[src/rtl/pip_pkg.sv]
// pip_pkg: shared defaults, read-lead bounds and select-width helper for the PiP compositor.
package pip_pkg;
  localparam int H_ACT_DEF = 640;
  localparam int V_ACT_DEF = 480;
  localparam int LEAD_MIN = 1;
  localparam int LEAD_MAX = 4;
  function automatic int clog2(input int n);
    int r;
    r = 0;
    while ((1 << r) < n) r++;
    return (r < 1) ? 1 : r;
  endfunction
endpackage

[src/rtl/pip_compositor_if.sv]
// pip_compositor_if: timing, window configuration, frame-buffer and pixel-out bundle.
interface pip_compositor_if #(
  parameter int NUM_CH = 2,
  parameter int COORD_W = 11,
  parameter int PIX_W = 16
);
  logic [COORD_W-1:0] iX;
  logic [COORD_W-1:0] iY;
  logic iDE;
  logic iFRAME_START;
  logic [NUM_CH*COORD_W-1:0] iWIN_X;
  logic [NUM_CH*COORD_W-1:0] iWIN_Y;
  logic [NUM_CH*COORD_W-1:0] iWIN_W;
  logic [NUM_CH*COORD_W-1:0] iWIN_H;
  logic [NUM_CH-1:0] iWIN_EN;
  logic iBORDER_EN;
  logic [PIX_W-1:0] iBORDER_COLOR;
  logic [NUM_CH*PIX_W-1:0] iRD_DATA;
  logic [NUM_CH-1:0] oRD_REQ;
  logic [PIX_W-1:0] oPIX;
  logic oPIX_VALID;
  logic [NUM_CH-1:0] oCFG_ERR;
  modport master (
    output iX, iY, iDE, iFRAME_START, iWIN_X, iWIN_Y, iWIN_W, iWIN_H, iWIN_EN,
    output iBORDER_EN, iBORDER_COLOR, iRD_DATA,
    input oRD_REQ, oPIX, oPIX_VALID, oCFG_ERR
  );
  modport slave (
    input iX, iY, iDE, iFRAME_START, iWIN_X, iWIN_Y, iWIN_W, iWIN_H, iWIN_EN,
    input iBORDER_EN, iBORDER_COLOR, iRD_DATA,
    output oRD_REQ, oPIX, oPIX_VALID, oCFG_ERR
  );
endinterface

[src/rtl/pip_window_match.sv]
// pip_window_match: per-overlay shadow geometry, validity check, inside and edge detection.
module pip_window_match
  import pip_pkg::*;
#(
  parameter int COORD_W = 11,
  parameter int H_ACT = H_ACT_DEF,
  parameter int V_ACT = V_ACT_DEF
) (
  input  logic               iCLK,
  input  logic               iRST,
  input  logic               frame_start_i,
  input  logic               en_i,
  input  logic [COORD_W-1:0] win_x_i,
  input  logic [COORD_W-1:0] win_y_i,
  input  logic [COORD_W-1:0] win_w_i,
  input  logic [COORD_W-1:0] win_h_i,
  input  logic [COORD_W-1:0] x_i,
  input  logic [COORD_W-1:0] y_i,
  output logic               hit_o,
  output logic               edge_o,
  output logic               err_o
);
  localparam int S = COORD_W + 1;
  localparam logic [S-1:0] ONE = S'(1);
  logic [COORD_W-1:0] x_q, y_q, w_q, h_q, x_d, y_d, w_d, h_d;
  logic act_q, act_d, err_q, err_d, ok;
  logic [S-1:0] xe_n, ye_n, xe, ye;
  assign xe_n = {1'b0, win_x_i} + {1'b0, win_w_i};
  assign ye_n = {1'b0, win_y_i} + {1'b0, win_h_i};
  assign ok = en_i && (win_w_i != '0) && (win_h_i != '0) && (xe_n <= S'(H_ACT)) && (ye_n <= S'(V_ACT));
  // The frame-start cycle already matches against the incoming configuration.
  always_comb begin
    x_d = frame_start_i ? win_x_i : x_q;
    y_d = frame_start_i ? win_y_i : y_q;
    w_d = frame_start_i ? win_w_i : w_q;
    h_d = frame_start_i ? win_h_i : h_q;
    act_d = frame_start_i ? ok : act_q;
    err_d = frame_start_i ? (en_i && !ok) : err_q;
  end
  assign xe = {1'b0, x_d} + {1'b0, w_d};
  assign ye = {1'b0, y_d} + {1'b0, h_d};
  assign hit_o = act_d && (x_i >= x_d) && ({1'b0, x_i} < xe) && (y_i >= y_d) && ({1'b0, y_i} < ye);
  assign edge_o = (x_i == x_d) || ({1'b0, x_i} == xe - ONE) || (y_i == y_d) || ({1'b0, y_i} == ye - ONE);
  assign err_o = err_q;
  always_ff @(posedge iCLK) begin
    if (iRST) begin
      x_q <= '0;
      y_q <= '0;
      w_q <= '0;
      h_q <= '0;
      act_q <= 1'b0;
      err_q <= 1'b0;
    end else begin
      x_q <= x_d;
      y_q <= y_d;
      w_q <= w_d;
      h_q <= h_d;
      act_q <= act_d;
      err_q <= err_d;
    end
  end
endmodule

[src/rtl/pip_compositor.sv]
// pip_compositor: issues per-channel frame-buffer reads and composites the topmost window per pixel.
module pip_compositor
  import pip_pkg::*;
#(
  parameter int NUM_CH = 2,
  parameter int COORD_W = 11,
  parameter int PIX_W = 16,
  parameter int LEAD = 2,
  parameter int H_ACT = H_ACT_DEF,
  parameter int V_ACT = V_ACT_DEF
) (
  input logic iCLK,
  input logic iRST,
  pip_compositor_if.slave bus
);
  localparam int SEL_W = clog2(NUM_CH);
  localparam int LD = (LEAD < LEAD_MIN) ? LEAD_MIN : (LEAD > LEAD_MAX) ? LEAD_MAX : LEAD;
  logic [NUM_CH-1:0] hit, edg, err;
  logic [SEL_W-1:0] sel_d;
  logic brd_d;
  logic [NUM_CH-1:0] req_q;
  logic [LD:0] de_q, brd_q;
  logic [SEL_W-1:0] sel_q [LD+1];
  logic [PIX_W-1:0] rd_w, pix_d, pix_q;
  logic vld_q;
  assign hit[0] = 1'b1;
  assign edg[0] = 1'b0;
  assign err[0] = 1'b0;
  genvar k;
  for (k = 1; k < NUM_CH; k++) begin : g_win
    pip_window_match #(.COORD_W(COORD_W), .H_ACT(H_ACT), .V_ACT(V_ACT)) u_win (
      .iCLK(iCLK),
      .iRST(iRST),
      .frame_start_i(bus.iFRAME_START),
      .en_i(bus.iWIN_EN[k]),
      .win_x_i(bus.iWIN_X[k*COORD_W +: COORD_W]),
      .win_y_i(bus.iWIN_Y[k*COORD_W +: COORD_W]),
      .win_w_i(bus.iWIN_W[k*COORD_W +: COORD_W]),
      .win_h_i(bus.iWIN_H[k*COORD_W +: COORD_W]),
      .x_i(bus.iX),
      .y_i(bus.iY),
      .hit_o(hit[k]),
      .edge_o(edg[k]),
      .err_o(err[k])
    );
  end
  always_comb begin
    sel_d = '0;
    for (int i = 1; i < NUM_CH; i++) if (hit[i]) sel_d = SEL_W'(i);
    brd_d = bus.iBORDER_EN && (sel_d != '0) && edg[sel_d];
  end
  // Stage LD of the select pipe lines up with the read data returned for that pixel.
  always_comb begin
    rd_w = '0;
    for (int i = 0; i < NUM_CH; i++) if (sel_q[LD] == SEL_W'(i)) rd_w = bus.iRD_DATA[i*PIX_W +: PIX_W];
    pix_d = de_q[LD] ? (brd_q[LD] ? bus.iBORDER_COLOR : rd_w) : '0;
  end
  always_ff @(posedge iCLK) begin
    if (iRST) begin
      req_q <= '0;
      de_q <= '0;
      brd_q <= '0;
      for (int i = 0; i <= LD; i++) sel_q[i] <= '0;
      pix_q <= '0;
      vld_q <= 1'b0;
    end else begin
      req_q <= {NUM_CH{bus.iDE}} & hit;
      de_q <= {de_q[LD-1:0], bus.iDE};
      brd_q <= {brd_q[LD-1:0], brd_d};
      sel_q[0] <= sel_d;
      for (int i = 1; i <= LD; i++) sel_q[i] <= sel_q[i-1];
      pix_q <= pix_d;
      vld_q <= de_q[LD];
    end
  end
  assign bus.oRD_REQ = req_q;
  assign bus.oPIX = pix_q;
  assign bus.oPIX_VALID = vld_q;
  assign bus.oCFG_ERR = err;
endmodule

[src/flat_wrapper.sv]
// flat-port wrapper written by rule: the top's interface ports become plain ports
module pip_compositor_flat import pip_pkg::*;
#(
  parameter int NUM_CH = 2,
  parameter int COORD_W = 11,
  parameter int PIX_W = 16,
  parameter int LEAD = 2,
  parameter int H_ACT = H_ACT_DEF,
  parameter int V_ACT = V_ACT_DEF
)
  (iCLK, iRST, bus_iX, bus_iY, bus_iDE, bus_iFRAME_START, bus_iWIN_X, bus_iWIN_Y, bus_iWIN_W, bus_iWIN_H, bus_iWIN_EN, bus_iBORDER_EN, bus_iBORDER_COLOR, bus_iRD_DATA, bus_oRD_REQ, bus_oPIX, bus_oPIX_VALID, bus_oCFG_ERR);
  pip_compositor_if #(.NUM_CH(NUM_CH), .COORD_W(COORD_W), .PIX_W(PIX_W)) bus_i ();
  input logic iCLK;
  input logic iRST;
  input wire logic [$bits(bus_i.iX)-1:0] bus_iX;
  input wire logic [$bits(bus_i.iY)-1:0] bus_iY;
  input wire logic [$bits(bus_i.iDE)-1:0] bus_iDE;
  input wire logic [$bits(bus_i.iFRAME_START)-1:0] bus_iFRAME_START;
  input wire logic [$bits(bus_i.iWIN_X)-1:0] bus_iWIN_X;
  input wire logic [$bits(bus_i.iWIN_Y)-1:0] bus_iWIN_Y;
  input wire logic [$bits(bus_i.iWIN_W)-1:0] bus_iWIN_W;
  input wire logic [$bits(bus_i.iWIN_H)-1:0] bus_iWIN_H;
  input wire logic [$bits(bus_i.iWIN_EN)-1:0] bus_iWIN_EN;
  input wire logic [$bits(bus_i.iBORDER_EN)-1:0] bus_iBORDER_EN;
  input wire logic [$bits(bus_i.iBORDER_COLOR)-1:0] bus_iBORDER_COLOR;
  input wire logic [$bits(bus_i.iRD_DATA)-1:0] bus_iRD_DATA;
  output wire logic [$bits(bus_i.oRD_REQ)-1:0] bus_oRD_REQ;
  output wire logic [$bits(bus_i.oPIX)-1:0] bus_oPIX;
  output wire logic [$bits(bus_i.oPIX_VALID)-1:0] bus_oPIX_VALID;
  output wire logic [$bits(bus_i.oCFG_ERR)-1:0] bus_oCFG_ERR;
  assign bus_i.iX = bus_iX;
  assign bus_i.iY = bus_iY;
  assign bus_i.iDE = bus_iDE;
  assign bus_i.iFRAME_START = bus_iFRAME_START;
  assign bus_i.iWIN_X = bus_iWIN_X;
  assign bus_i.iWIN_Y = bus_iWIN_Y;
  assign bus_i.iWIN_W = bus_iWIN_W;
  assign bus_i.iWIN_H = bus_iWIN_H;
  assign bus_i.iWIN_EN = bus_iWIN_EN;
  assign bus_i.iBORDER_EN = bus_iBORDER_EN;
  assign bus_i.iBORDER_COLOR = bus_iBORDER_COLOR;
  assign bus_i.iRD_DATA = bus_iRD_DATA;
  assign bus_oRD_REQ = bus_i.oRD_REQ;
  assign bus_oPIX = bus_i.oPIX;
  assign bus_oPIX_VALID = bus_i.oPIX_VALID;
  assign bus_oCFG_ERR = bus_i.oCFG_ERR;
  pip_compositor #(.NUM_CH(NUM_CH), .COORD_W(COORD_W), .PIX_W(PIX_W), .LEAD(LEAD), .H_ACT(H_ACT), .V_ACT(V_ACT)) u_core (.iCLK(iCLK), .iRST(iRST), .bus(bus_i));
endmodule
[config.mk]
export PLATFORM = sky130hd
export DESIGN_NAME = pip_compositor_flat
export DESIGN_NICKNAME = d
export VERILOG_FILES = /design/src/rtl/pip_pkg.sv /design/src/rtl/pip_compositor_if.sv /design/src/rtl/pip_window_match.sv /design/src/rtl/pip_compositor.sv /design/src/flat_wrapper.sv
export SDC_FILE = /design/constraint.sdc
export NUM_CORES = 1
export LEC_CHECK = 0
export CORE_MARGIN = 3
export CORE_UTILIZATION = 49
export DETAILED_ROUTE_END_ITERATION = 8
export PLACE_DENSITY = 0.78
export SKIP_LAST_GASP = 1
export SLEW_MARGIN = 15
export SYNTH_ARGS = -nofsm -noshare
export SYNTH_HDL_FRONTEND = slang
export SYNTH_SLANG_ARGS = --single-unit
[constraint.sdc]
create_clock -name iCLK -period 6.3 [get_ports iCLK]
set_input_delay 1.89 -clock iCLK [delete_from_list [all_inputs] [get_ports iCLK]]
set_output_delay 1.89 -clock iCLK [all_outputs]
set_load 0.01 [all_outputs]
==> impl_metrics.csv <==
group,metric,value,unit
run_status,status,"finished, final reports clean",
timing,tns,0,ns
timing,finalCriticalPeriod,5.48,ns
timing,clock_skew,0.00574,ns
finish,final_area,8260,µm²
hold_path,hold_path.class,"reg2reg",
global_route,grt_pass1_vias,5361,
timing,period_share,87.0,%
route,drc,0,
logic_synthesis,syn_inst,748,
worst_setup_path,r2r_end,"u_core.brd_q[0]",
logic_synthesis,syn-num-nets,1006,
timing,drv_slew,0,
placement,hpwl,13.1,mm
logic_synthesis,ys_seq_elements,73,
route,drtIter0Drc,241,
cts,htreeDepth,3,
worst_setup_path,r2r_setup_slack,2.72,ns
worst_setup_path,crit_slowest_cell,"buf_2",
logic_synthesis,synth_cell_types,76,
logic_synthesis,synth_simple_gate_area_share,18.2,%
placement,port-buffer-count,139,
logic_synthesis,avgSynthCellArea,8.58,µm²
floorplan,io_pins,186,
floorplan,core_area,12700,µm²
floorplan,die_x,120,µm
route,vias,5728,
route,via_per_inst,5.42,
timing,max_slew_margin,32.7,%
cts,post_cts_resized,0,
worst_setup_path,endpoint_kind,"flip-flop",
finish,fill_cells,1110,
cts,cts.path.max_buffers,2,
timing,setup_viol,0,
logic_synthesis,ys.flop_type,"dfxtp_1",
worst_setup_path,required,6.57,ns
finish,finalNonFillerCells,1056,
logic_synthesis,synth_compound_area_share,18.1,%
cts,clk_pin_slew,0.06,ns
placement,dpl_cell_area,7950,µm²
floorplan,die_y,120,µm
finish,nets,1138,
logic_synthesis,synth_top_family_by_area,"adder cells",
placement,place_congestion,0.831,
cts,cts_tree,"yes",
timing,finalHoldViolations,0,
cts,root_buffer,"clkbuf_16",
worst_setup_path,cp-start-kind,"input port",
power_and_ir_drop,p_per_area,202,nW/µm²
timing,tightest_slew,1.01,ns
finish,diodes,0,
worst_setup_path,crit_type,"in2reg",
worst_setup_path,crit_fanout,23,
route,drtAntennaViolNets,0,
finish,multiInputGateArea,4640,µm²
cts,clock_sinks,73,
global_route,grt_max_degree,56,
cts,cts_hold_buffers,0,
cts,cts_buffers,9,
route,first_pass_iters,5,
finish,seq_area,1460,µm²
timing,rsz0062_at_grt,"no",
finish,drive_above_1_share,7.13,%
logic_synthesis,muxShareOfSynthArea,10.1,%
floorplan,start_util,50.5,%
logic_synthesis,ys_seq_area_share,22.8,%
global_route,grt-ovfl-total,0,
global_route,grt_pass1_wl,25.1,mm
power_and_ir_drop,p_leak,3.57,nW
power_and_ir_drop,vdd_drop_max,0.134,mV
finish,area_growth,28.6,%
logic_synthesis,synth_xor_xnor_area_share,7.15,%
floorplan,die_area,14500,µm²
worst_setup_path,cp-endpoint,"u_core.brd_q[0]",
worst_setup_path,slowest_delay,0.47,ns
logic_synthesis,ys_warn_count,0,
worst_setup_path,worstReg2RegStart,"u_core.g_win[1].u_win.x_q[0]",
timing,timing.fmax,0.182,GHz
worst_setup_path,worstSetupStartpoint,"bus_iFRAME_START",
logic_synthesis,synthAdderAreaFrac,18.6,%
worst_setup_path,reg2reg_depth,15,
logic_synthesis,synth_area,6420,µm²
route,wl_per_cell,14.9,µm
worst_setup_path,worstPathArrival,5.75,ns
cts,clock_latency,0.33,ns
logic_synthesis,synth-edff-count,0,
logic_synthesis,synth-async-reset-ratio,0,%
global_route,grt_usage,21.3,%
floorplan,fp-row-count,41,
global_route,antenna_found_initial,0,
power_and_ir_drop,p_total,1.66,mW
placement,placed_cells,1041,
cts,cts_setup_buffers,0,
job,cap_viol_max_count,0,
route,routed_wl,15.8,mm
worst_setup_path,crit_chain,"buf_2 > mux2_2 > ha_1 > fa_1 > a21oi_1 > o221ai_1 > a31o_2 > a21oi_1 > xnor2_1 > inv_1 > ha_1 > o21ai_0 > a31oi_1 > o21ai_0 > o2111a_1 > o211a_1",
timing,hold_ws,0.441,ns
## registers in the layout, summed over array words and instances, names as in the netlist
name                      flops
u_core.g_win.u_win.x_q       11
u_core.bus.oPIX              16
u_core.bus.oRD_REQ            1
u_core.de_q                   3
u_core.g_win.u_win.act_q      1
u_core.brd_q                  3
u_core.sel_q                  3
u_core.g_win.u_win.h_q       11
u_core.g_win.u_win.err_o      1
u_core.g_win.u_win.y_q       11
u_core.g_win.u_win.w_q       11
u_core.bus.oPIX_VALID         1
## cells by family after synthesis
group / count (synthesis)
AOI/OAI and AO/OA: 173
other: 1
muxes: 62
buffers and inverters: 77
adders and majority gates: 93
xor gates and xnor gates: 50
and+or+nand+nor: 219
DFF: 73
## placed cells by master (no fill, tap or decap), types with 19 or more instances in the layout
cell	instances
nor2b_1	39
xnor2_1	30
clkdlybuf4s50_1	137
a21oi_1	50
ha_1	89
inv_1	52
dfxtp_1	73
o21ai_0	27
nand2_1	19
mux2_2	24
nor2_1	69
mux2i_1	38
## report_power, final
part | internal, mW | total [mW] | leakage [nW] | switching [mW]
combinational | 0.319 | 0.653 | 2.82 | 0.334
clock | 0.344 | 0.527 | 0.149 | 0.183
sequential | 0.481 | 0.485 | 0.598 | 0.00439
total | 1.14 | 1.66 | 3.57 | 0.521
## worst min path at each step
stage	endpoint	cells after the start	startpoint	slack, ns
floorplan	u_core.brd_q[1]	1	u_core.brd_q[0]	0.41
global placement	u_core.sel_q[0][2]	1	u_core.sel_q[0][1]	0.42
detailed placement	u_core.brd_q[2]	1	u_core.brd_q[1]	0.43
CTS	u_core.brd_q[2]	1	u_core.brd_q[1]	0.44
global route	u_core.brd_q[2]	1	u_core.brd_q[1]	0.46
finish	u_core.brd_q[2]	1	u_core.brd_q[1]	0.44
## through the flow
| step | setup slack (ns) | utilization [%] |
|---|---|---|
| 2_1_floorplan | 0.440 | - |
| 3_3_place_gp | 0.564 | 62.5 |
| 3_5_place_dp | 0.530 | 62.5 |
| 4_1_cts | 0.871 | 64.9 |
| 5_1_grt | 0.561 | 64.9 |
| 6_report | 0.819 | 64.9 |
## routing by layer
layer  vias up  share of wire (%)  track usage (%)
li1       2972                  -                -
met1      2600                 47             27.9
met2       136                 45             35.7
met3        20                6.0             3.93
met4         0                1.7             6.44
met5         -                  0                0
## layout make-up
cell class | instances | share of cell area (%)
Sequential cell | 73 | 17.7
Clock inverter | 5 | 0.985
Clock buffer | 10 | 2.77
Tap cell | 172 | 2.61
Timing Repair Buffer | 146 | 17.4
Inverter | 52 | 2.36
Multi-Input combinational cell | 598 | 56.2
## worst max-delay path, delay by kind of cell
family,cells,cell delay (ns)
AO/OA/AOI/OAI,9,1.69
XOR/XNOR,1,0.24
adder cells (fa/ha/maj),3,0.94
buffers and inverters,2,0.55
multiplexers,1,0.44
## cell usage after synthesis (3+ instances only)
| master | number | area [µm²] |
|---|---|---|
| buf_4 | 3 | 22.5 |
| mux2_2 | 24 | 270 |
| nand3b_1 | 5 | 37.5 |
| o32ai_1 | 4 | 35.0 |
| dfxtp_1 | 73 | 1460 |
| and2_1 | 6 | 37.5 |
| nor2b_1 | 39 | 244 |
| ha_1 | 89 | 1110 |
| nor3_1 | 15 | 75.1 |
| inv_1 | 52 | 195 |
| mux2i_1 | 38 | 380 |
| fa_1 | 4 | 80.1 |
| a21oi_1 | 50 | 250 |
| a31oi_1 | 8 | 50.1 |
| nand3_1 | 16 | 80.1 |
| o22ai_1 | 3 | 18.8 |
| nand4_1 | 7 | 43.8 |
| a2111oi_0 | 3 | 26.3 |
| a21o_1 | 15 | 113 |
| nand2_1 | 19 | 71.3 |
| o21ai_0 | 27 | 135 |
| xnor2_1 | 30 | 263 |
| nor2_1 | 69 | 259 |
| a211oi_1 | 7 | 52.6 |
| o211ai_1 | 9 | 67.6 |
| o2111ai_1 | 4 | 35.0 |
| o21a_1 | 11 | 82.6 |
| nand2b_1 | 11 | 68.8 |
| o211a_1 | 3 | 30.0 |
| xor2_1 | 18 | 158 |
| clkbuf_1 | 17 | 63.8 |
| nor4_1 | 11 | 68.8 |
Note: power is estimated with default switching activity, not from simulation.
